$ cat config.mk
export PLATFORM = sky130hd
export DESIGN_NAME = bitrev_sched_flat
export DESIGN_NICKNAME = d
export VERILOG_FILES = /design/src/rtl/bitrev_sched_if.sv /design/src/rtl/bitrev_sched.sv /design/src/flat_wrapper.sv
export SDC_FILE = /design/constraint.sdc
export NUM_CORES = 1
export LEC_CHECK = 0
export CAP_MARGIN = 15
export CORE_MARGIN = 3
export CORE_UTILIZATION = 40
export CTS_BUF_LIST = sky130_fd_sc_hd__clkbuf_8
export DETAILED_ROUTE_END_ITERATION = 10
export HOLD_SLACK_MARGIN = 0.03
export PLACE_DENSITY = 0.83
export SLEW_MARGIN = 5
export SYNTH_ARGS = -nofsm -noshare
export SYNTH_HDL_FRONTEND = slang
export SYNTH_SLANG_ARGS = --single-unit
export TNS_END_PERCENT = 50
$ cat constraint.sdc
create_clock -name clk -period 1.4 [get_ports clk]
set_input_delay 0.28 -clock clk [delete_from_list [all_inputs] [get_ports clk]]
set_output_delay 0.28 -clock clk [all_outputs]
set_load 0.05 [all_outputs]
$ cat src/rtl/bitrev_sched_if.sv
// Handshake bundle for bitrev_sched.
//   req0_*/req1_* : two requesters offering a byte (valid/data in, ready out of the block)
//   out_*         : reversed byte toward the consumer (valid/data/id out, ready in)
//   busy          : block is in a state other than idle
// slave modport is the bitrev_sched side, master modport is the requester/consumer side.
interface bitrev_sched_if;
   logic       req0_valid;
   logic [7:0] req0_data;
   logic       req0_ready;
   logic       req1_valid;
   logic [7:0] req1_data;
   logic       req1_ready;
   logic       out_valid;
   logic [7:0] out_data;
   logic       out_id;
   logic       out_ready;
   logic       busy;

   modport slave (
      input  req0_valid, req0_data, req1_valid, req1_data, out_ready,
      output req0_ready, req1_ready, out_valid, out_data, out_id, busy
   );

   modport master (
      output req0_valid, req0_data, req1_valid, req1_data, out_ready,
      input  req0_ready, req1_ready, out_valid, out_data, out_id, busy
   );
endinterface

$ cat src/rtl/bitrev_sched.sv
// Two-requester round-robin bit reverser.
// A byte accepted from one requester is shifted out LSB-first into a result register over
// eight cycles, then presented as out_data (bit-reversed) with out_id until the consumer
// accepts it. Only one transaction is in flight at a time.
// Ports:
//   clk   : rising-edge clock
//   rst_n : synchronous active-low reset
//   bus   : bitrev_sched_if.slave (request, output and busy signals)
module bitrev_sched (
   input  logic           clk,
   input  logic           rst_n,
   bitrev_sched_if.slave  bus
);

   typedef enum logic [1:0] {StIdle, StShift, StDone} state_e;

   state_e     state_q, state_d;
   logic [7:0] src_q, src_d;
   logic [7:0] res_q, res_d;
   logic [2:0] cnt_q, cnt_d;
   logic       id_q, id_d;
   logic       last_q, last_d;

   logic grant0, grant1;
   logic acc0, acc1;

   // Round-robin: on contention the requester not granted last wins. Gated by rst_n so
   // nothing looks accepted during a reset cycle.
   always_comb begin
      grant0 = 1'b0;
      grant1 = 1'b0;
      if (rst_n && (state_q == StIdle)) begin
         grant0 = bus.req0_valid && (!bus.req1_valid || last_q);
         grant1 = bus.req1_valid && (!bus.req0_valid || !last_q);
      end
   end

   assign bus.req0_ready = grant0;
   assign bus.req1_ready = grant1;
   assign acc0           = grant0 && bus.req0_valid;
   assign acc1           = grant1 && bus.req1_valid;

   always_comb begin
      state_d = state_q;
      src_d   = src_q;
      res_d   = res_q;
      cnt_d   = cnt_q;
      id_d    = id_q;
      last_d  = last_q;
      case (state_q)
         StIdle: begin
            if (acc0 || acc1) begin
               src_d   = acc0 ? bus.req0_data : bus.req1_data;
               id_d    = acc1;
               last_d  = acc1;
               res_d   = 8'h00;
               cnt_d   = 3'd0;
               state_d = StShift;
            end
         end
         StShift: begin
            res_d = {res_q[6:0], src_q[0]};
            src_d = src_q >> 1;
            cnt_d = cnt_q + 3'd1;
            // Eighth shift lands here; the counter wrap is harmless because we leave SHIFT.
            if (cnt_q == 3'd7) begin
               state_d = StDone;
            end
         end
         StDone: begin
            if (bus.out_ready) begin
               state_d = StIdle;
            end
         end
         default: state_d = StIdle;
      endcase
   end

   always_ff @(posedge clk) begin
      if (!rst_n) begin
         state_q <= StIdle;
         src_q   <= 8'h00;
         res_q   <= 8'h00;
         cnt_q   <= 3'd0;
         id_q    <= 1'b0;
         last_q  <= 1'b1;
      end else begin
         state_q <= state_d;
         src_q   <= src_d;
         res_q   <= res_d;
         cnt_q   <= cnt_d;
         id_q    <= id_d;
         last_q  <= last_d;
      end
   end

   assign bus.out_valid = rst_n && (state_q == StDone);
   assign bus.out_data  = bus.out_valid ? res_q : 8'h00;
   assign bus.out_id    = id_q;
   assign bus.busy      = rst_n && (state_q != StIdle);

endmodule

$ cat src/flat_wrapper.sv
// flat-port wrapper written by rule: the top's interface ports become plain ports
module bitrev_sched_flat 
  (clk, rst_n, bus_req0_valid, bus_req0_data, bus_req1_valid, bus_req1_data, bus_out_ready, bus_req0_ready, bus_req1_ready, bus_out_valid, bus_out_data, bus_out_id, bus_busy);
  bitrev_sched_if bus_i ();
  input  logic clk;
  input  logic rst_n;
  input wire logic [$bits(bus_i.req0_valid)-1:0] bus_req0_valid;
  input wire logic [$bits(bus_i.req0_data)-1:0] bus_req0_data;
  input wire logic [$bits(bus_i.req1_valid)-1:0] bus_req1_valid;
  input wire logic [$bits(bus_i.req1_data)-1:0] bus_req1_data;
  input wire logic [$bits(bus_i.out_ready)-1:0] bus_out_ready;
  output wire logic [$bits(bus_i.req0_ready)-1:0] bus_req0_ready;
  output wire logic [$bits(bus_i.req1_ready)-1:0] bus_req1_ready;
  output wire logic [$bits(bus_i.out_valid)-1:0] bus_out_valid;
  output wire logic [$bits(bus_i.out_data)-1:0] bus_out_data;
  output wire logic [$bits(bus_i.out_id)-1:0] bus_out_id;
  output wire logic [$bits(bus_i.busy)-1:0] bus_busy;
  assign bus_i.req0_valid = bus_req0_valid;
  assign bus_i.req0_data = bus_req0_data;
  assign bus_i.req1_valid = bus_req1_valid;
  assign bus_i.req1_data = bus_req1_data;
  assign bus_i.out_ready = bus_out_ready;
  assign bus_req0_ready = bus_i.req0_ready;
  assign bus_req1_ready = bus_i.req1_ready;
  assign bus_out_valid = bus_i.out_valid;
  assign bus_out_data = bus_i.out_data;
  assign bus_out_id = bus_i.out_id;
  assign bus_busy = bus_i.busy;
  bitrev_sched u_core (.clk(clk), .rst_n(rst_n), .bus(bus_i));
endmodule
==> results of run 1 <==
-- cells in the mapped netlist (all sizes together) --
cell,n,area share (%)
clkinv,1,0.29
clkbuf,5,1.5
or3b,1,0.68
dfxtp,23,36
a31o,8,5.5
nand2b,3,1.5
nand3b,7,4.1
o21ai,1,0.68
ha,2,2.0
inv,2,0.59
nand3,1,0.39
o211ai,3,1.8
and2,8,3.9
buf,9,4.0
nor2b,1,0.49
a22o,10,6.8
o22ai,1,0.49
o21ba,1,0.78
nor3,1,0.39
or2,1,0.49
o311ai,7,4.8
a31oi,1,0.49
nand2,18,5.3
a21oi,3,1.2
nor2,6,2.5
o21a,1,0.59
or4b,7,5.5
nand4,8,3.9
nor3b,3,2.6
and3,2,0.98
-- cells by family (layout without fill, tap and decap cells) --
family                     Yosys count  after routing
DFF                                 23             23
buffers and inverters               17             70
AOI/OAI and AO/OA                   36             36
adders and majority gates            2              2
and+or+nand+nor                     67             68
-- stage by stage --
step | total power, uW | cell area, um^2 | instances | worst slack, ps | hold WS [ps]
after floorplan | 928 | 1350 | 145 | -98.6 | 442
after global placement | 1080 | 1950 | 227 | -433 | 462
after detailed placement | 1100 | 1950 | 227 | -498 | 478
after CTS | 1540 | 2090 | 238 | -185 | 498
after global routing | 1640 | 2150 | 241 | -248 | 516
final | 1580 | 2150 | 241 | -226 | 496
-- worst register-to-register path: stages (launching register included) --
cell and delay, ps:
dfxtp_4 370, buf_12 130, buf_4 150, or4b_4 510, a31o_1 200, o311ai_2 60
-- power groups by stage --
stage	Sequential [uW]	Combinational [uW]	Clock (uW)
3_3_place_gp	739	342	0
5_1_grt	734	443	467
3_5_place_dp	741	355	0
2_1_floorplan	739	190	0
6_report	731	416	429
4_1_cts	726	380	429
-- path summary, 6_finish.rpt --
kind                                  end  slack, ps
max reg2reg  u_core.src_q[2]$_SDFFE_PN0P_       -110
min reg2reg  u_core.res_q[7]$_SDFFE_PN0P_        500
max                        bus_req0_ready       -230
min          u_core.res_q[7]$_SDFFE_PN0P_        500
-- state kept, by name, summed over array words and instances, names as in the netlist --
signal / cells
u_core.state_q: 2
u_core.src_q: 8
u_core.res_q: 8
u_core.bus.out_id: 1
u_core.cnt_q: 3
u_core.last_q: 1
-- repair_timing --
item / in CTS / in global routing
resized for setup: 17 / 6
gates cloned: 1 / 0
pin swaps: 27 / 5
setup buffers: 6 / 4
setup endpoints to repair: 21 / 23
-- routing by layer --
layer	vias to the layer above	share of wire, %
met4	0	1.1
met3	6	3.7
met1	697	40
met2	41	55
met5	-	0
li1	654	-
-- final cells by class --
| type | count | area share [%] |
|---|---|---|
| multi-input combinational | 106 | 39.0 |
| tap | 42 | 2.45 |
| timing repair buffer | 63 | 34.0 |
| clock inverter | 1 | 0.350 |
| inverter | 3 | 0.583 |
| sequential | 23 | 21.7 |
| clock buffer | 3 | 1.92 |
==> summary.txt, run 1 <==
STA
  • Clock skew: 0.956 ps
  • Final Hold Viols: 0
  • Setup ws final: -226 ps
  • Period utilization: 116%
  • Fin Setup TNS: -1880 ps
  • Max-slew violation count: 0
  • Final-report setup violation count: 19
  • Fmax: 0.615 GHz
  • Period minus WS final: 1630 ps
  • RSZ-0062 raised after global routing: yes
  • Relative slew slack: 61.6%
  • Pin slew with the least headroom to its limit: between 500 and 600 ps

Flow run
  • MaxCap Viol Count: 0

GRT
  • First-pass GRT wire length: 6130 um
  • Largest net degree at the start of global routing: 15
  • GRT Overall Usage: between 10% and 20%
  • Met1 usage: approximately 22%
  • Gr ovfl total: 0
  • GR Layer Usage met3: 2.52%
  • Met2 GRT Util: 36.4%
  • Vias in the first global route: 1401
  • GR peak layer: met2
  • Initial antenna violation count: 0

Place
  • Hpwl dp: 2540 um
  • IO Port Bufs: 33
  • Gp weighted congestion: 0.798

Power and ir drop
  • Sw frac: between 20% and 30%
  • Comb pwr share: between 20% and 30%
  • P_int: 1120 uW
  • Clock network power share: 27.2%
  • Power Density: roughly 730 mW/mm^2
  • Seq pwr share: 46.4%
  • Peak VDD IR: 0.431 mV
  • Switching power: 459 uW
  • Lkg Pwr: 0.000835 uW

Worst hold path
  • Worst Hold Class: reg -> reg
  • Hold depth: 1
  • Min-delay src: u_core.res_q[7]$_SDFFE_PN0P_

Layout
  • Layout Nets: 223
  • Multi-input gate area: around 840 um^2
  • Share of cells above drive strength 1: 38.2%
  • P&R area growth vs syn: 67.6%
  • Register area: 465 um^2
  • Fillers: 194
  • Number of diodes: 0
  • Post-layout util: 74.0%
  • Most common cell after layout, fill and taps aside: buf_4
  • Most frequent cells in the layout: buf_4 (22), dfxtp_1 (21), nand2_1 (18), clkdlybuf4s50_1 (17), buf_12 (15)

Synth
  • Multiplexer area fraction after synthesis: 0%
  • Synth Area in XOR/XNOR: 0%
  • Sequential-to-total area share from yosys stat: between 30% and 40%
  • Syn Inst Count: 145
  • Fraction of the mapped netlist area in compound gates: 23.0%
  • Synth Net Count: 168
  • Unique masters post-synth: 35
  • Syn_area_per_cell: 8.84 um^2
  • Synth Cell Area: between 0.001 and 0.0015 mm^2
  • Yosys warnings: 0
  • Post-Synth Simple-Gate Area: 32.7%
  • Post-synthesis register bit count: 23
  • Largest family of logic cells by synthesized area: simple AND/OR/NAND/NOR gates
  • Adder-Cell Fraction of Synth Area: 1.95%

Setup path
  • WP buf/inv: 2
  • Worst Path Max Fanout: 4
  • Kind of critical path: reg -> out
  • CP Cell Sequence: buf_12 -> nor3b_4 -> and3_4 -> buf_12
  • Worst stage delay on the critical path: 370 ps
  • Worst Path Required: 1120 ps
  • Startpoint Class: register
  • R2R cell count: 5
  • Worst reg2reg startpoint: u_core.state_q[0]$_SDFFE_PN0P_
  • Setup crit end kind: output port
  • CP Depth: 4
  • Cell mode on critical path: buf_12
  • Arr. time, crit path: 1350 ps
  • Slowest CP cell: dfxtp_4
  • Crit path max-delay family: simple AND/OR/NAND/NOR gates
  • Setup crit start: u_core.state_q[0]$_SDFFE_PN0P_

Run status
  • Violated checks: setup timing
  • Outcome: complete, but fails checks

Clock tree
  • Worst skew pair latency: 260 ps
  • Post-CTS Hold Buffers: 0
  • CTS clk-pin slew, worst paths: approximately 90 ps
  • H-tree depth: 1
  • Clock sink count: 23
  • CTS tree: done
  • Clock Root Buffer: clkbuf_8
  • CTS max path bufs: 2
  • Total CTS buffers: 3

Drt
  • Drt wl/cell: 16.3 um
  • Final WL: 3940 um
  • DRC: 0
  • Via count: 1398
  • Drt via density: 5.80
  • Pre-antenna DRT Iters: 4
  • Routed Antenna Nets: 0
  • DR iter-0 viols: 66

Floorplan
  • Core area: 0.00290 mm^2
  • IO Pins: 34
  • Die W: 62.6 um
  • Die Height: 62.6 um
  • Die area: about 0.0039 mm^2
  • Starting Density: 44.2%
  • Row Count: 19
Power figures use the tool's default switching activity.
==> run 2: changes to the inputs <==
SLEW_MARGIN = 0   (was 5)
==> results of run 2 <==
No change in the layout: final DEF, timing and power equal those of run 1.
==> run 3: changes to the inputs <==
GPL_ROUTABILITY_DRIVEN = 0   (was not set)
==> results of run 3 <==
No change in the layout: final DEF, timing and power equal those of run 1.
